--- src/rtl/dlx_pipe_if.sv ---
// DLX instruction fetch stage: drives the PC to instruction memory and fills the IF/ID register.
// Handles decode redirects, trap/illegal stops, pipeline hold and a multi-cycle memory handshake.
module dlx_pipe_if #(
    parameter logic [31:0] RESET_PC  = 32'h0000_0000,
    parameter logic [31:0] NOP_INSTR = 32'h0000_0000
) (
    input  logic        clk_i,
    input  logic        rst_ni,
    input  logic        stall_i,
    input  logic        dc_wait_i,
    input  logic        id_cond_i,
    input  logic [31:0] id_npc_i,
    input  logic        id_halt_i,
    input  logic        id_illegal_instr_i,
    output logic [31:0] im_adr_o,
    output logic        im_req_o,
    input  logic [31:0] im_rdata_i,
    input  logic        im_ack_i,
    output logic [31:0] if_id_npc_o,
    output logic [31:0] if_id_ir_o,
    output logic        if_halted_o,
    output logic        if_exc_o
);

    typedef enum logic [1:0] {StIdle, StFetch, StWait, StHalt} state_e;

    state_e      state_q, state_d;
    logic [31:0] pc_q, pc_d;
    logic [31:0] ir_q, ir_d;
    logic [31:0] npc_q, npc_d;
    logic [31:0] tgt_q, tgt_d;
    logic        pend_q, pend_d;
    logic        exc_q, exc_d;

    logic        hold;
    logic        stop;
    logic [31:0] tgt_in;
    logic [31:0] pc_inc;

    assign hold   = stall_i | dc_wait_i;
    assign stop   = id_halt_i | id_illegal_instr_i;
    assign tgt_in = {id_npc_i[31:2], 2'b00};
    assign pc_inc = pc_q + 32'd4;

    always_ff @(posedge clk_i or negedge rst_ni) begin
        if (!rst_ni) begin
            state_q <= StIdle;
        end else begin
            state_q <= state_d;
        end
    end

    always_comb begin
        state_d = state_q;
        if (!hold) begin
            unique case (state_q)
                StIdle: state_d = StFetch;
                StFetch, StWait: begin
                    if (stop) begin
                        state_d = StHalt;
                    end else if (im_ack_i) begin
                        state_d = StFetch;
                    end else begin
                        state_d = StWait;
                    end
                end
                StHalt: state_d = StHalt;
                default: state_d = StIdle;
            endcase
        end
    end

    // Moore outputs: request stays up and address stable while held
    always_comb begin
        im_req_o    = (state_q == StFetch) || (state_q == StWait);
        im_adr_o    = pc_q;
        if_halted_o = (state_q == StHalt);
        if_id_ir_o  = ir_q;
        if_id_npc_o = npc_q;
        if_exc_o    = exc_q;
    end

    // Priority: stop > redirect > ack; an ack under a pending redirect only retires the request
    always_comb begin
        pc_d   = pc_q;
        ir_d   = ir_q;
        npc_d  = npc_q;
        tgt_d  = tgt_q;
        pend_d = pend_q;
        exc_d  = exc_q;
        if (!hold) begin
            unique case (state_q)
                StIdle: begin
                end
                StFetch, StWait: begin
                    ir_d = NOP_INSTR;
                    if (stop) begin
                        exc_d  = id_illegal_instr_i;
                        pend_d = 1'b0;
                    end else if (id_cond_i) begin
                        if (im_ack_i) begin
                            pc_d   = tgt_in;
                            pend_d = 1'b0;
                        end else begin
                            tgt_d  = tgt_in;
                            pend_d = 1'b1;
                        end
                    end else if (im_ack_i) begin
                        if (pend_q) begin
                            pc_d   = tgt_q;
                            pend_d = 1'b0;
                        end else begin
                            ir_d  = im_rdata_i;
                            npc_d = pc_inc;
                            pc_d  = pc_inc;
                        end
                    end
                end
                StHalt: ir_d = NOP_INSTR;
                default: begin
                end
            endcase
        end
    end

    always_ff @(posedge clk_i or negedge rst_ni) begin
        if (!rst_ni) begin
            pc_q   <= RESET_PC;
            ir_q   <= NOP_INSTR;
            npc_q  <= RESET_PC;
            tgt_q  <= RESET_PC;
            pend_q <= 1'b0;
            exc_q  <= 1'b0;
        end else begin
            pc_q   <= pc_d;
            ir_q   <= ir_d;
            npc_q  <= npc_d;
            tgt_q  <= tgt_d;
            pend_q <= pend_d;
            exc_q  <= exc_d;
        end
    end

endmodule

--- config.mk ---
export PLATFORM = sky130hd
export DESIGN_NAME = dlx_pipe_if
export DESIGN_NICKNAME = d
export VERILOG_FILES = /design/src/rtl/dlx_pipe_if.sv
export SDC_FILE = /design/constraint.sdc
export NUM_CORES = 1
export LEC_CHECK = 0
export BUFFER_PORTS_ARGS = -buffer_cell sky130_fd_sc_hd__buf_2
export CAP_MARGIN = 20
export CORE_MARGIN = 2
export CORE_UTILIZATION = 55
export DETAILED_ROUTE_END_ITERATION = 12
export PLACE_DENSITY = 0.89
export SKIP_LAST_GASP = 1
export SLEW_MARGIN = 25
export SYNTH_ARGS = -nofsm -noshare
export SYNTH_HDL_FRONTEND = slang
export SYNTH_SLANG_ARGS = --single-unit
--- constraint.sdc ---
create_clock -name clk_i -period 5.75 [get_ports clk_i]
set_input_delay 0.2875 -clock clk_i [delete_from_list [all_inputs] [get_ports clk_i]]
set_output_delay 0.2875 -clock clk_i [all_outputs]
set_load 0.03 [all_outputs]
# ---- After elaboration in Yosys (flattened, before gate mapping)
# Cells that the tools add are included.
# Widths: inputs -> output; s select.
dict set report word_totals {
  out_inout_bits 99
  regBits 130
  elab_cells 45
}
dict set report classes {
  n_reduce_logical 11
  bitwise 7
  n_eq_ne 3
  addsub 1
  muxes 16
}
# operator n
set ops {}
lappend ops {{$mux 32} 8}
lappend ops {{$pmux 32 s2} 1}
lappend ops {{$add 32x3->32 const B} 1}
lappend ops {{$pmux 2 s3} 1}
lappend ops {{$reduce_and 3->1} 2}
lappend ops {{$reduce_and 6->1} 1}
lappend ops {{$not 1->1} 5}
lappend ops {{$reduce_and 5->1} 1}
lappend ops {{$eq 2x2->1 const B} 2}
lappend ops {{$mux 1} 4}
lappend ops {{$mux 2} 2}
lappend ops {{$reduce_and 4->1} 1}
lappend ops {{$reduce_bool 3->1} 1}
lappend ops {{$eq 2x1->1 const B} 1}
lappend ops {{$logic_not 2->1} 1}
lappend ops {{$or 1x1->1} 2}
lappend ops {{$reduce_and 2->1} 1}
lappend ops {{$reduce_bool 2->1} 1}
lappend ops {{$reduce_or 2->1} 1}
lappend ops {{$logic_or 1x1->1} 1}

# ---- Longest topological paths before layout
dict set report depth {
  depth_word 5
  mapped_depth 9
  depth_no_buf 7
}

# ---- Worst setup path before layout
# OpenSTA, ideal clock, no wires.
dict set report synth_path {
  path_kind {reg-to-reg}
  startpoint {reg pc_q[2], in the netlist im_adr_o[2]}
  endpoint {reg pc_q[30], in the netlist im_adr_o[30]}
  period_less_slack_ps 2342
  setup_ps 131
  path_stages_with_launch 7
  t_arrival_ps 2211
  required_ps 5619
  setup_slack_ps 3408
  path_cell_list {dfrtp_1 -> ha_1 -> nand3_4 -> nor4_4 -> nand4_2 -> and3_1 -> or3_1}
}
dict set report synth_via {
  elab_chain_cells 4
}
# element line
set synth_lines {}
lappend synth_lines {{start: declaration} 28} ;# logic [31:0] pc_q, pc_d;
lappend synth_lines {{start signal: assignment} 135} ;# pc_q <= pc_d;
lappend synth_lines {{$add 32x3->32} 43} ;# assign pc_inc = pc_q + 32'd4;
lappend synth_lines {{$mux 32} 109} ;# if (pend_q) begin
lappend synth_lines {{$mux 32} 108} ;# end else if (im_ack_i) begin
lappend synth_lines {{$mux 32} 100} ;# end else if (id_cond_i) begin
# No other way between the ends. The select of a mux whose other input is x is not followed.
# A chain may end at the register's enable or synchronous reset.

# ---- Worst setup path in the final report
dict set report layout_path {
  startpoint {reg state_q[0]}
  endpoint {reg pc_q[30], in the netlist im_adr_o[30]}
}
dict set report layout_via {
  elab_chain_cells 3
}
# element line
set layout_lines {}
lappend layout_lines {{start: declaration} 27} ;# state_e state_q, state_d;
lappend layout_lines {{start signal: assignment} 47} ;# state_q <= StIdle;
lappend layout_lines {{start signal: assignment} 49} ;# state_q <= state_d;
lappend layout_lines {{$eq 2x1->1 / $eq 2x2->1 (equally long branches)} 92} ;# unique case (state_q)
lappend layout_lines {{$reduce_or 2->1 *} 92}
lappend layout_lines {{$reduce_and 4->1 (no source line) *} -}
# Every way passes the cells marked *; elsewhere a longest branch is shown, timed or not.

==> results.txt <==
The top-level port count is 171. Of all nets on the critical path, the largest fanout is 62. The placed wire-length estimate after detailed placement is 10600 um. The antenna violation net count after detailed routing came out at 0. The ratio of routed vias to standard cells came out at 6.11. The leakage component of the power is 3.82 nW.

The number of different library cells used by synthesis comes to 53. TritonCTS built the clock tree. The cell at the root of the clock tree is sky130_fd_sc_hd__clkbuf_8.

The number of enable-type register cells in the synthesized netlist came out at 0. For this configuration, the core starts out at a cell density of 0.570. Ranked by instance count, the synthesized netlist is headed by sky130_fd_sc_hd__dfrtp_1 (126), sky130_fd_sc_hd__o21ai_0 (59), sky130_fd_sc_hd__nand2_1 (58), sky130_fd_sc_hd__a22o_1 (37), sky130_fd_sc_hd__clkbuf_1 (34). The required time of the critical path came out at 6200 ps. The number of cells upsized or downsized after cts is 0. The number of cells on the worst hold path came out at 2. Setup violations remaining at the end of the flow were counted as 0.

The total standard cell area after synthesis is 5910 um2. The placeable core region is 10400 um2. The count of buffers added by post-CTS timing repair for setup came out at 0.

The number of remaining DRC errors came out at 0. By area the synthesized netlist is led by sky130_fd_sc_hd__dfrtp_1 (53%), sky130_fd_sc_hd__mux2_2 (5.9%), sky130_fd_sc_hd__a22o_1 (5.5%). The clock tree synthesis step divided the H-tree into 4 levels. The Yosys warning count came out at 0. The post-route core utilization came out at 0.747. The net total in the final layout is 814. The number of cells on the worst reg-to-reg path is 8. The worst setup path is launched from a register.

The residual overflow from global routing came out at 0. The cell with the most instances after synthesis is sky130_fd_sc_hd__dfrtp_1. The detailed-router iteration count before antenna repair is 8.

The ratio of cells with drive above 1 in the final layout is 0.326. The slew of the pin with the lowest slew margin is 953 ps. The startpoint identified for the worst register-to-register timing path is state_q[0]$_DFFE_PN0N_. The number of antenna violations at the first check in global routing is 0. The run finished with clean final reports. The die outline height came out at 108 um. In this run, the number of DRC markers left after iteration 0 of detailed routing was 537. The average cell area after synthesis is 10.7 um2.

The path class of the tightest hold or removal check is in2reg. In this run the tightest slew margin relative to its limit is 0.363. The worst register-to-register path ends at im_adr_o[30]$_DFFE_PN0P_.

Wires add up to 16700 um. The floorplan die area came out at 11600 um2. The row count came out at 37. After synthesis the netlist holds a flip-flop and latch count of 126. The post-route minimum period is 2930 ps. STA classifies the critical path endpoint as a register. The count of fill cells added during filler insertion came out at 682. For this run, asynchronously set or reset flops after synthesis account for 1.00. For flop-to-flop paths, the worst setup slack is 2820 ps. Traced cell by cell, the critical path runs through inv_1 -> ha_1 -> nor3b_2 -> and3_1 -> nand2_1 -> buf_4 -> nor3_1 -> or3_1. The count of buffers added on input and output ports is 164. Of all cell types, the one taking the most synthesized area is sky130_fd_sc_hd__dfrtp_1. Summing all multi-input logic gate instances after layout gives 2570 um2. The number of maximum-capacitance constraint violations came out at 0. For this run, the top clock speed supported by timing is 341 MHz. The cell class contributing the biggest share of worst-path delay is simple AND/OR/NAND/NOR gates. The worst setup path is of the reg2reg kind.

The data arrival at the endpoint of the critical path is 3390 ps. The post-synthesis cell count is 554. For hold timing, the worst endpoint is tgt_q[19]$_DFFE_PN0P_. The combined buffer and inverter count along the critical path came out at 2. The critical path starts at state_q[0]$_DFFE_PN0N_.

The number of hold buffers added after cts is 36. The total global-route track usage came out at 0.297. The final number of hold-violating endpoints is 0.

Counting the buffers created by CTS gives 17. The routability congestion estimate from global placement came out at 0.888. Setup repair after global routing left no endpoint under its margin. The final setup TNS is 0 ps. The layout overhead on the synthesized area is 31.1%.

In this run the most critical hold path is launched from id_npc_i[19]. The dominant synthesized flop cell is sky130_fd_sc_hd__dfrtp_1. The largest net degree at the start of global routing came out at 68. The sequential cell area fraction in the yosys report is 0.534.

The final route contains 5429 vias. Summing all flip-flop and latch instances after layout gives 3150 um2. For this design, the sink count on the clock tree is 126. The worst stage delay on the critical path is 830 ps.

The period utilization came out at 0.510. Clock skew on the completed layout was measured at 7.35 ps. The first global-routing pass estimated 26600 um of wire. The slowest stage of the critical path is the sky130_fd_sc_hd__and3_1 cell. At the later pin of the worst-skew pair, clock insertion delay measures 510 ps. The clock transition at the registers of the reported paths is 60 ps. The top cell type's share of synthesized area came out at 0.534. The total power per unit cell area is 461 nW/um2. In this run the deepest clock path goes through 2 buffers.

VDD sags by at most 0.228 mV. The number of max-slew violations in the final report is 0. The via count of the first global-routing pass came out at 5399. From left edge to right edge, the die measures 108 um.

The average wire per standard cell came out at 18.8 um. The antenna diode count is 0.
==> how the worst max path moves through the flow <==
stage | depth (start not counted) | endpoint | slack (ps)
after floorplan | 6 | im_adr_o[30]$_DFFE_PN0P_ | 3410
after global placement | 7 | if_id_npc_o[3]$_DFFE_PN0P_ | 3030
after detailed placement | 8 | im_adr_o[30]$_DFFE_PN0P_ | 2890
after CTS | 8 | im_adr_o[30]$_DFFE_PN0P_ | 2850
after global routing | 8 | im_adr_o[30]$_DFFE_PN0P_ | 2590
final | 8 | im_adr_o[30]$_DFFE_PN0P_ | 2820
==> placed cells by master (no fill, tap or decap), types with 16 or more instances in the layout <==
cell type / synthesis / layout
sky130_fd_sc_hd__dfrtp_1: 126 / 126
sky130_fd_sc_hd__a21oi_1: 30 / 30
sky130_fd_sc_hd__o21ai_0: 59 / 59
sky130_fd_sc_hd__nor2_1: 27 / 26
sky130_fd_sc_hd__clkbuf_16: 0 / 16
sky130_fd_sc_hd__mux2_2: 31 / 31
sky130_fd_sc_hd__nand2_1: 58 / 58
sky130_fd_sc_hd__buf_2: 1 / 163
sky130_fd_sc_hd__dlygate4sd3_1: 0 / 36
sky130_fd_sc_hd__a22o_1: 37 / 37
==> metrics by stage <==
step | hold WS (ps) | std cells | setup WS, ps | total power (W) | area, um2
3_5_place_dp | 405 | 820 | 2890 | 0.00247 | 6780
3_3_place_gp | 391 | 820 | 3030 | 0.00240 | 6780
5_1_grt | 7.47 | 888 | 2590 | 0.00374 | 7740
2_1_floorplan | -8.09 | 557 | 3410 | 0.00210 | 5920
6_report | 27.7 | 888 | 2820 | 0.00357 | 7740
4_1_cts | 0.603 | 888 | 2850 | 0.00356 | 7740
==> worst reg2reg max path, stage by stage (launching register included) <==
cell and delay (ps):
sky130_fd_sc_hd__dfrtp_1 370, sky130_fd_sc_hd__inv_1 50, sky130_fd_sc_hd__ha_1 320, sky130_fd_sc_hd__nor3b_2 410, sky130_fd_sc_hd__and3_1 830, sky130_fd_sc_hd__nand2_1 120, sky130_fd_sc_hd__buf_4 330, sky130_fd_sc_hd__nor3_1 290
sky130_fd_sc_hd__or3_1 140
==> routing by layer <==
layer  GRT usage  wire length [um]  vias to the layer above
li1            -                 -                     2397
met1       0.386              6560                     2615
met2       0.464              8040                      376
met3      0.0817              1740                       41
met4       0.138               381                        0
met5           0                 0                        -
==> logic make-up after synthesis <==
logic type,share of synthesized area
compound gates,0.200
mux,0.0608
flops,0.534
xor+xnor,0.0415
simple gates,0.123
buf+inv,0.0341
other cells,0.000635
fa+ha+maj,0.00636
==> where the power goes <==
part,total [W],switching (W),internal [W]
clock,0.00106,0.000389,0.000670
sequential,0.00142,0.000296,0.00112
combinational,0.00109,0.000692,0.000398
==> registers in the layout, indices dropped and copies added, names as in the netlist <==
register / count
im_adr_o: 30
tgt_q: 30
if_exc_o: 1
if_id_ir_o: 32
pend_q: 1
state_q: 2
if_id_npc_o: 30
==> layout make-up <==
| type | instances | share of cell area |
|---|---|---|
| sequential | 126 | 0.407 |
| inverter | 7 | 0.00339 |
| multi-input combinational | 382 | 0.332 |
| clock inverter | 14 | 0.0218 |
| clock buffer | 18 | 0.0553 |
| tap | 136 | 0.0220 |
| timing repair buffer | 205 | 0.158 |
(Power assumes the default switching activity.)
